**config.mk**
```make
export PLATFORM = sky130hd
export DESIGN_NAME = motor_cmd_sequencer
export DESIGN_NICKNAME = d
export VERILOG_FILES = /design/src/rtl/motor_cmd_sequencer.sv
export SDC_FILE = /design/constraint.sdc
export NUM_CORES = 1
export LEC_CHECK = 0
export ABC_AREA = 1
export CAP_MARGIN = 20
export CORE_MARGIN = 10
export CORE_UTILIZATION = 50
export DETAILED_ROUTE_END_ITERATION = 10
export PLACE_DENSITY = 0.7
export SLEW_MARGIN = 20
export SYNTH_ARGS = -nofsm -noshare
export SYNTH_HDL_FRONTEND = slang
export SYNTH_SLANG_ARGS = --single-unit
export TNS_END_PERCENT = 50
```
**constraint.sdc**
```tcl
create_clock -name CLOCK_50 -period 2.33 [get_ports CLOCK_50]
set_input_delay 0.466 -clock CLOCK_50 [delete_from_list [all_inputs] [get_ports CLOCK_50]]
set_output_delay 0.466 -clock CLOCK_50 [all_outputs]
set_load 0.005 [all_outputs]
```
**src/rtl/motor_cmd_sequencer.sv**
```systemverilog
// Turns the one-hot motor_state command into 4-byte UART frames (AA, cmd, spd, chk)
// and streams them byte by byte over a valid/ready link, with change- and heartbeat-triggered sends.
module motor_cmd_sequencer #(
    parameter logic [7:0]  SPEED          = 8'h40,
    parameter logic [31:0] REFRESH_CYCLES = 32'd5_000_000,
    parameter logic [7:0]  GAP_CYCLES     = 8'd16
) (
    input  logic       CLOCK_50,
    input  logic       reset,
    input  logic [4:0] motor_state,
    input  logic       tx_ready,
    output logic [7:0] tx_data,
    output logic       tx_valid,
    output logic       busy,
    output logic [2:0] last_cmd
);

    localparam logic [7:0] HEADER = 8'hAA;

    typedef enum logic [2:0] {
        IDLE = 3'd0,
        HDR  = 3'd1,
        CMD  = 3'd2,
        SPD  = 3'd3,
        CHK  = 3'd4,
        GAP  = 3'd5
    } state_t;

    state_t      state;
    state_t      state_next;

    logic [2:0]  dec_cmd;
    logic [2:0]  frame_cmd;
    logic [7:0]  frame_spd;
    logic [2:0]  sent_cmd;
    logic        sent_valid;
    logic [31:0] refresh_cnt;
    logic [7:0]  gap_cnt;

    logic        refresh_due;
    logic        trigger;
    logic        start_frame;
    logic        frame_done;

    // Anything that is not exactly one-hot falls back to stop.
    function automatic logic [2:0] decode_cmd(input logic [4:0] ms);
        logic [2:0] c;
        case (ms)
            5'b00001: c = 3'd0;
            5'b00010: c = 3'd1;
            5'b00100: c = 3'd2;
            5'b01000: c = 3'd3;
            5'b10000: c = 3'd4;
            default:  c = 3'd0;
        endcase
        return c;
    endfunction

    function automatic logic [7:0] speed_for(input logic [2:0] cmd);
        return (cmd == 3'd0) ? 8'h00 : SPEED;
    endfunction

    function automatic logic [7:0] frame_chk(input logic [2:0] cmd, input logic [7:0] spd);
        return HEADER ^ {5'b00000, cmd} ^ spd;
    endfunction

    assign dec_cmd     = decode_cmd(motor_state);
    assign refresh_due = (refresh_cnt == (REFRESH_CYCLES - 32'd1));
    assign trigger     = !sent_valid || (dec_cmd != sent_cmd) || refresh_due;
    assign start_frame = (state == IDLE) && trigger;
    assign frame_done  = (state == CHK) && tx_ready;

    always_ff @(posedge CLOCK_50) begin
        if (reset) begin
            state <= IDLE;
        end else begin
            state <= state_next;
        end
    end

    always_comb begin
        state_next = state;
        tx_valid   = 1'b0;
        tx_data    = 8'h00;
        busy       = 1'b1;
        case (state)
            IDLE: begin
                busy = 1'b0;
                if (trigger) begin
                    state_next = HDR;
                end
            end
            HDR: begin
                tx_valid = 1'b1;
                tx_data  = HEADER;
                if (tx_ready) begin
                    state_next = CMD;
                end
            end
            CMD: begin
                tx_valid = 1'b1;
                tx_data  = {5'b00000, frame_cmd};
                if (tx_ready) begin
                    state_next = SPD;
                end
            end
            SPD: begin
                tx_valid = 1'b1;
                tx_data  = frame_spd;
                if (tx_ready) begin
                    state_next = CHK;
                end
            end
            CHK: begin
                tx_valid = 1'b1;
                tx_data  = frame_chk(frame_cmd, frame_spd);
                if (tx_ready) begin
                    state_next = GAP;
                end
            end
            GAP: begin
                if (gap_cnt == (GAP_CYCLES - 8'd1)) begin
                    state_next = IDLE;
                end
            end
            default: begin
                state_next = IDLE;
            end
        endcase
    end

    // Control state: sent-command tracking, heartbeat and inter-frame gap counters.
    always_ff @(posedge CLOCK_50) begin
        if (reset) begin
            sent_valid  <= 1'b0;
            sent_cmd    <= 3'd0;
            last_cmd    <= 3'd0;
            refresh_cnt <= 32'd0;
            gap_cnt     <= 8'd0;
        end else begin
            if (start_frame) begin
                refresh_cnt <= 32'd0;
            end else if (!refresh_due) begin
                refresh_cnt <= refresh_cnt + 32'd1;
            end

            if (frame_done) begin
                sent_cmd   <= frame_cmd;
                sent_valid <= 1'b1;
                last_cmd   <= frame_cmd;
                gap_cnt    <= 8'd0;
            end else if (state == GAP) begin
                gap_cnt <= gap_cnt + 8'd1;
            end
        end
    end

    // Frame snapshot is pure data; it is only read in byte states entered after a load.
    always_ff @(posedge CLOCK_50) begin
        if (start_frame) begin
            frame_cmd <= dec_cmd;
            frame_spd <= speed_for(dec_cmd);
        end
    end

endmodule

```
# After elaboration in Yosys (flattened, before gate mapping)
# Cells that the tools add are included.
# W data, S select, Z words.
# classes
n_addsub,2
n_eq_ne,18
mux,12
bitwise_logic,2
reduce_logical,11
# op_table
op,count
$add A32 B1 Y32 const B,1
$eq A32 B23 Y1 const B,1
$pmux W8 S4,1
$mux W3,6
$pmux W3 S6,1
$ne A2 B2 Y1 const B,6
$pmux W3 S4,1
$add A8 B1 Y8 const B,1
$eq A8 B4 Y1 const B,1
$xor A8 B8 Y8,1
$mux W7,1
$eq A3 B2 Y1 const B,2
$eq A3 B3 Y1 const B,2
$logic_not A3 Y1,2
$reduce_and A6 Y1,1
$eq A5 B2 Y1 const B,1
$eq A5 B3 Y1 const B,1
$eq A5 B4 Y1 const B,1
$eq A5 B5 Y1 const B,1
$not A1 Y4,1
$reduce_or A2 Y1,2
$reduce_or A4 Y1,1
$eq A3 B1 Y1 const B,1
$ne A3 B3 Y1,1
4 further kinds,7
# totals
reg_bits,58
out_inout_bits,13
word_cells,52

# Logic depth before layout (Yosys ltp)
# Gate-level depths: netlist of run 1.
# logic_depth
ltp_word,7
mapped_depth,12

# Worst setup path after synthesis of run 1
# No wires, ideal clock.
# synth_timing
kind,register to register
start,register refresh_cnt[0]
end,register frame_cmd[0] (enable)
setup_time_ns,0.304
arrival_ns,1.360
required_ns,2.026
path_slack_ns,0.666
stages_incl_launch_ff,10
synth_period_minus_slack_ns,1.664
path_cell_list,dfxtp_1 ha_1 nand3_1 nor3_2 nand3_1 nor2_4 nor2_4 nand2_2 nand2_4 inv_1
# synth_via
elab_chain_len,3
# synth_rtl
element,line,source
start: declaration,37,logic [31:0] refresh_cnt;
start signal: assignment,144,refresh_cnt <= refresh_cnt + 32'd1;
$eq A32 B23 Y1,68,assign refresh_due = (refresh_cnt == (REFRESH_CYCLES - 32'd1));
$logic_or A1 B1 Y1,69,assign trigger = !sent_valid || (dec_cmd != sent_cmd) || refresh_due;
$logic_and A1 B1 Y1,70,assign start_frame = (state == IDLE) && trigger;
via start_frame,42,logic start_frame;
end signal: assignment,161,frame_cmd <= dec_cmd;
end: declaration,33,logic [2:0] frame_cmd;
# The timed path passes the listed nets, and every way through them passes these cells.
# A chain may end at the register's enable or synchronous reset.

# Final worst setup path of run 1
# layout_timing
start,register state[0]
end,output port busy
# layout_via
elab_chain_len,2
# layout_rtl
element,line,source
start: declaration,29,state_t state;
start signal: assignment,77,state <= state_next;
$logic_not A3 Y1,86,case (state)
$mux W1,86,
end: declaration,14,"output logic busy,"
# Every way passes these cells.

==> impl_metrics.json, run 1 <==
{
  "core_um2": 5610,
  "die_w_um": 96.5,
  "final_cell_mix": "78 x nand2_1, 62 x inv_1, 47 x nor2_1, 45 x dfxtp_1, 30 x nand3_1",
  "min_path_type": "register to register",
  "slew_violations": 0,
  "clk_pin_slew_ns": 0.09,
  "seqPwrFrac": 0.413,
  "wire_per_inst_um": 12.0,
  "worst_slack_ns": 0.158,
  "seq_area_um2": 1070,
  "synth_xor_area_frac": 0.0389,
  "cts-root-buf": "clkbuf_8",
  "synth_compound_area_frac": 0.0701,
  "drv_cap": 0,
  "rsz0062_at_grt": "false",
  "ys_ff_latch": 51,
  "clk-insertion-delay-late_ns": 0.31,
  "p_leak_nw": 1.31,
  "final_common_cell": "nand2_1",
  "dieArea_um2": 9320,
  "final.setup.tns_ns": 0,
  "crit_path_max_fanout": 5,
  "yosysWarnings": 0,
  "n_antenna_cell": 0,
  "clock-sinks": 51,
  "grt_max_degree": 32,
  "reg2reg_slack_ns": 0.41,
  "clockPowerShare": 0.253,
  "grt_pass1_vias": 2426,
  "power_switching_share": 0.330,
  "post_cts_buffers": 0,
  "synth_mux_area_frac": 0,
  "crit_path_end": "busy",
  "crit_arrival_ns": 1.71,
  "setup_viol": 0,
  "dp.cells": 490,
  "netlist_area_um2": 2930,
  "crit_chain": "nor2_1, inv_1, nor2_1, inv_1, clkdlybuf4s50_1",
  "drive_gt1_frac": 0.120,
  "peakVddDrop_mv": 0.417,
  "hold_viol": 0,
  "fin_cells": 498,
  "num-nets-final": 435,
  "post_drt_via_cell_ratio": 5.17,
  "n_fill_cell": 546,
  "h-tree-depth": 2,
  "rows": 27,
  "timing.rr.end": "refresh_cnt[27]$_SDFFE_PP0P_",
  "fin_crit_sh": 0.932,
  "finalCriticalPeriod_ns": 2.17,
  "multi_input_area_um2": 1580,
  "synth_top_family_by_area": "simple AND/OR/NAND/NOR gates",
  "cts_buffers": 5,
  "grt-ovfl-total": 0,
  "holdWs_ns": 0.471,
  "start_kind": "register",
  "boundaryPins": 21,
  "yosysUniqueCellTypes": 36,
  "ant_nets": 0,
  "finalPower_mw": 2.54,
  "routabilityCongestion": 0.863,
  "synthAdderAreaFrac": 0.00855,
  "dpl.hpwl_um": 4600,
  "dieHeight_um": 96.5,
  "area_growth_pct": 13.1,
  "worstSetupPathType": "register to primary output",
  "antenna_found_initial": 0,
  "r2r-start": "refresh_cnt[0]$_SDFFE_PP0P_",
  "endpoint_kind": "primary output",
  "p_comb_frac": 0.334,
  "required_ns": 1.86,
  "synthCells": 404,
  "drtIter0Drc": 146,
  "syn-num-nets": 414,
  "status": "finished clean",
  "port_buffers": 19,
  "grt_pass1_wl_um": 10700,
  "intPower_mw": 1.70,
  "netSwitchingPower_mw": 0.840,
  "power_density_nw_per_um2": 769,
  "cp_slowest_cell": "clkdlybuf4s50_1",
  "drc": 0,
  "place_ws_ns": 0.0882,
  "synth-simple-area-share": 0.418,
  "vias": 2576,
  "start_util": 0.522,
  "wl_um": 5990,
  "critical_path.max_stage_delay_ns": 0.48,
  "grtUsageTotal": 0.140,
  "yosysSeqAreaShare": 0.362,
  "firstDrtPassIters": 4,
  "rr_worst_depth": 11,
  "fmax_ghz": 0.460,
  "crit_path_start": "state[0]$_SDFFE_PP0P_",
  "avgSynthCellArea_um2": 7.25,
  "cts_buffer_depth": 2,
  "cts_tree": "yes",
  "skew_ns": 0.00811
}
-- cell families after synthesis --
group | Yosys count
DFF | 51
adders and majority gates | 2
other | 1
buffers and inverters | 69
AOI/OAI and AO/OA | 38
and+or+nand+nor | 230
xor gates and xnor gates | 13
-- cells in the mapped netlist --
library cell / instances / area (um2)
a21oi_1: 18 / 90.1
nor2_1: 48 / 180
conb_1: 1 / 3.75
nor3b_1: 2 / 15.0
nor3_1: 14 / 70.1
inv_1: 63 / 236
o21bai_1: 1 / 7.51
o21ai_0: 10 / 50.1
buf_6: 2 / 22.5
a31oi_1: 2 / 12.5
nand2_1: 78 / 293
nand4_1: 13 / 81.3
o21ai_1: 3 / 15.0
nor4_1: 6 / 37.5
nor3_2: 3 / 30.0
xnor2_1: 5 / 43.8
a21boi_0: 2 / 15.0
buf_8: 1 / 15.0
buf_4: 3 / 22.5
nand2_4: 3 / 33.8
nand3_1: 30 / 150
o31ai_1: 1 / 7.51
nor2_4: 6 / 67.6
xor2_1: 8 / 70.1
dfxtp_1: 47 / 941
nor3b_2: 9 / 113
edfxtp_1: 4 / 120
or2_2: 1 / 6.26
nand3_4: 1 / 17.5
nor3_4: 2 / 32.5
o211ai_1: 1 / 7.51
nand3_2: 2 / 20.0
nor2_2: 6 / 37.5
nand2_2: 5 / 31.3
or2_0: 1 / 6.26
ha_1: 2 / 25.0
-- timing repair --
action	CTS	global route
endpoints found under the setup margin	0	8
gates resized for setup	0	11
hold endpoints to repair	0	0
hold buffers	0	0
-- metal layers --
metal	vias to the layer above	global-route usage	part of all wire
met5	-	0	0
met4	0	0.0521	0.015
met3	8	0.0332	0.045
met2	53	0.217	0.45
met1	1167	0.186	0.49
li1	1348	-	-
-- flip-flops by register name (all words and copies together) (netlist names) --
signal,cells
state,3
frame_spd,1
refresh_cnt,32
frame_cmd,3
sent_valid,1
gap_cnt,8
sent_cmd,3
-- power groups by stage --
| stage | Sequential (mW) | Clock, mW | Combinational [mW] |
|---|---|---|---|
| after floorplan | 1.05 | 0 | 0.579 |
| after global placement | 1.06 | 0 | 0.854 |
| after detailed placement | 1.06 | 0 | 0.857 |
| after CTS | 1.04 | 0.659 | 0.861 |
| after global routing | 1.06 | 0.691 | 0.960 |
| final | 1.05 | 0.643 | 0.850 |
-- final cells by class --
cell class,instances,area share
multi-input cells,284,0.477
inverters,63,0.0714
well taps,72,0.0272
clock buffers,6,0.0249
clock inverters,2,0.0106
flip-flops and latches,51,0.322
repair buffers,20,0.0673
-- how the worst min path moves through the flow --
stage	to	from	depth (start not counted)	slack (ns)
global placement	sent_valid$_SDFFE_PP0P_	sent_valid$_SDFFE_PP0P_	2	0.46
finish	sent_valid$_SDFFE_PP0P_	sent_valid$_SDFFE_PP0P_	2	0.47
detailed placement	sent_valid$_SDFFE_PP0P_	sent_valid$_SDFFE_PP0P_	2	0.46
global route	sent_valid$_SDFFE_PP0P_	sent_valid$_SDFFE_PP0P_	2	0.51
CTS	sent_valid$_SDFFE_PP0P_	sent_valid$_SDFFE_PP0P_	2	0.48
floorplan	sent_valid$_SDFFE_PP0P_	sent_valid$_SDFFE_PP0P_	2	0.43
-- critical path: cells and delay by family (launching register included) --
family | cells | cell delay, ns
buffers and inverters | 3 | 0.64
AND/OR/NAND/NOR | 2 | 0.40
flip-flops | 1 | 0.37
-- per-stage QoR --
| step | instance area (um2) | util |
|---|---|---|
| floorplan | 2930 | - |
| global placement | 3170 | 0.565 |
| detailed placement | 3170 | 0.565 |
| CTS | 3290 | 0.586 |
| global route | 3310 | 0.590 |
| finish | 3310 | 0.590 |
Power figures use the tool's default switching activity.
==> run 2, diff against run 1 <==
- CORE_UTILIZATION: 50 -> 60
- PLACE_DENSITY: 0.7 -> 0.81
- TNS_END_PERCENT: 50 -> unset
- clock period: 2.33 -> 2.6 ns (I/O delays scaled with it)
==> impl_metrics.json, run 2 (synthesis results as in run 1) <==
{
  "status": "finished clean",
  "final_cell_mix": "78 x nand2_1, 63 x inv_1, 48 x nor2_1, 47 x dfxtp_1, 30 x nand3_1",
  "drc": 0,
  "port_buffers": 19,
  "clk-insertion-delay-late_ns": 0.30,
  "min_path_type": "register to register",
  "cts_buffer_depth": 2,
  "post_cts_buffers": 0,
  "wire_per_inst_um": 11.7,
  "finalCriticalPeriod_ns": 2.38,
  "n_antenna_cell": 0,
  "grt_pass1_wl_um": 10100,
  "dpl.hpwl_um": 4510,
  "area_growth_pct": 11.3,
  "start_kind": "register",
  "clk_pin_slew_ns": 0.09,
  "grtUsageTotal": 0.140,
  "firstDrtPassIters": 4,
  "ant_nets": 0,
  "worstHoldStart": "sent_valid$_SDFFE_PP0P_",
  "crit_path_end": "tx_data[6]",
  "fmax_ghz": 0.420,
  "hold_viol": 0,
  "endpoint_kind": "primary output",
  "setup_viol": 0,
  "final.setup.tns_ns": 0,
  "skew_ns": 0.00529,
  "cts_buffers": 5,
  "critical_path.max_stage_delay_ns": 0.52,
  "worstSetupPathType": "register to primary output",
  "p_leak_nw": 1.22,
  "drv_cap": 0,
  "wl_um": 5760,
  "grt-ovfl-total": 0,
  "die_w_um": 89.9,
  "post_drt_via_cell_ratio": 5.22,
  "crit_arrival_ns": 1.86,
  "grt_max_degree": 32,
  "crit_chain": "nor2_1, inv_1, nor2_1, inv_1, nand2_1, inv_1, nor2_1, clkdlybuf4s50_1",
  "reg.largest.list": "refresh_cnt (32), gap_cnt (8)",
  "top_register": "refresh_cnt",
  "holdWs_ns": 0.465,
  "largest_reg_flops": 32,
  "rsz0062_at_grt": "false",
  "final_common_cell": "nand2_1",
  "drtIter0Drc": 115,
  "cp.depth": 8,
  "antenna_found_initial": 0,
  "routabilityCongestion": 0.922,
  "drive_gt1_frac": 0.108,
  "post_cts_resized": 0,
  "num-nets-final": 434,
  "rr_worst_depth": 10,
  "dieHeight_um": 89.9,
  "cts-root-buf": "clkbuf_8",
  "critical_path_buf_inv_count": 4,
  "r2r-start": "refresh_cnt[0]$_SDFFE_PP0P_",
  "clock-sinks": 51,
  "grt_pass1_vias": 2378,
  "core_um2": 4720,
  "fin_crit_sh": 0.916,
  "hold_buffers": 0,
  "power_density_nw_per_um2": 683,
  "peakVddDrop_mv": 0.487,
  "reg2reg_slack_ns": 0.60,
  "crit_path_start": "state[0]$_SDFFE_PP0P_",
  "vias": 2570,
  "start_util": 0.620,
  "rows": 25,
  "h-tree-depth": 2,
  "final_core_util": 0.690,
  "required_ns": 2.08,
  "dieArea_um2": 8070,
  "boundaryPins": 21,
  "cp_slowest_cell": "clkdlybuf4s50_1",
  "cp_top_family": "buffers and inverters",
  "timing.rr.end": "refresh_cnt[26]$_SDFFE_PP0P_",
  "slew_violations": 0,
  "crit_path_max_fanout": 5,
  "cts_tree": "yes"
}
-- run 2: final cells by class --
type | count | area, um2
clock buffer | 6 | 82.6
clock inverter | 2 | 35.0
fill | 401 | 1460
inverter | 63 | 236
multi-input combinational | 284 | 1570
sequential | 51 | 1060
tap | 67 | 83.8
timing repair buffer | 19 | 190
-- run 2: how the worst min path moves through the flow --
| stage | end | slack (ns) | depth (start not counted) |
|---|---|---|---|
| floorplan | sent_valid$_SDFFE_PP0P_ | 0.43 | 2 |
| global placement | sent_valid$_SDFFE_PP0P_ | 0.46 | 2 |
| detailed placement | sent_valid$_SDFFE_PP0P_ | 0.46 | 2 |
| CTS | sent_valid$_SDFFE_PP0P_ | 0.47 | 2 |
| global route | sent_valid$_SDFFE_PP0P_ | 0.51 | 2 |
| finish | sent_valid$_SDFFE_PP0P_ | 0.46 | 2 |
-- run 2: where the power goes --
part	total (mW)	switching (mW)	internal, mW	leakage [nW]
clock network	0.561	0.250	0.311	0.0612
logic	0.730	0.416	0.315	0.742
registers	0.936	0.0580	0.878	0.420
-- run 2: worst min-delay path, cell delays in order, from the launching register on --
cell	delay [ns]
dfxtp_1	0.30
inv_1	0.06
a21oi_1	0.06
-- run 2: through the flow --
step | cell area (um2) | setup slack [ns] | std cells | total power [mW]
global placement | 3140 | 0.327 | 484 | 1.68
global route | 3260 | 0.0837 | 492 | 2.36
floorplan | 2930 | 0.936 | 404 | 1.46
finish | 3260 | 0.220 | 492 | 2.23
CTS | 3260 | 0.204 | 492 | 2.25
detailed placement | 3140 | 0.248 | 484 | 1.69
-- run 2: routing by layer --
metal / track usage / routed length (um) / up-vias
met3: 0.0241 / 197 / 11
met1: 0.180 / 2830 / 1184
met5: 0 / 0 / -
met2: 0.232 / 2640 / 31
met4: 0.0424 / 87 / 0
li1: - / - / 1344
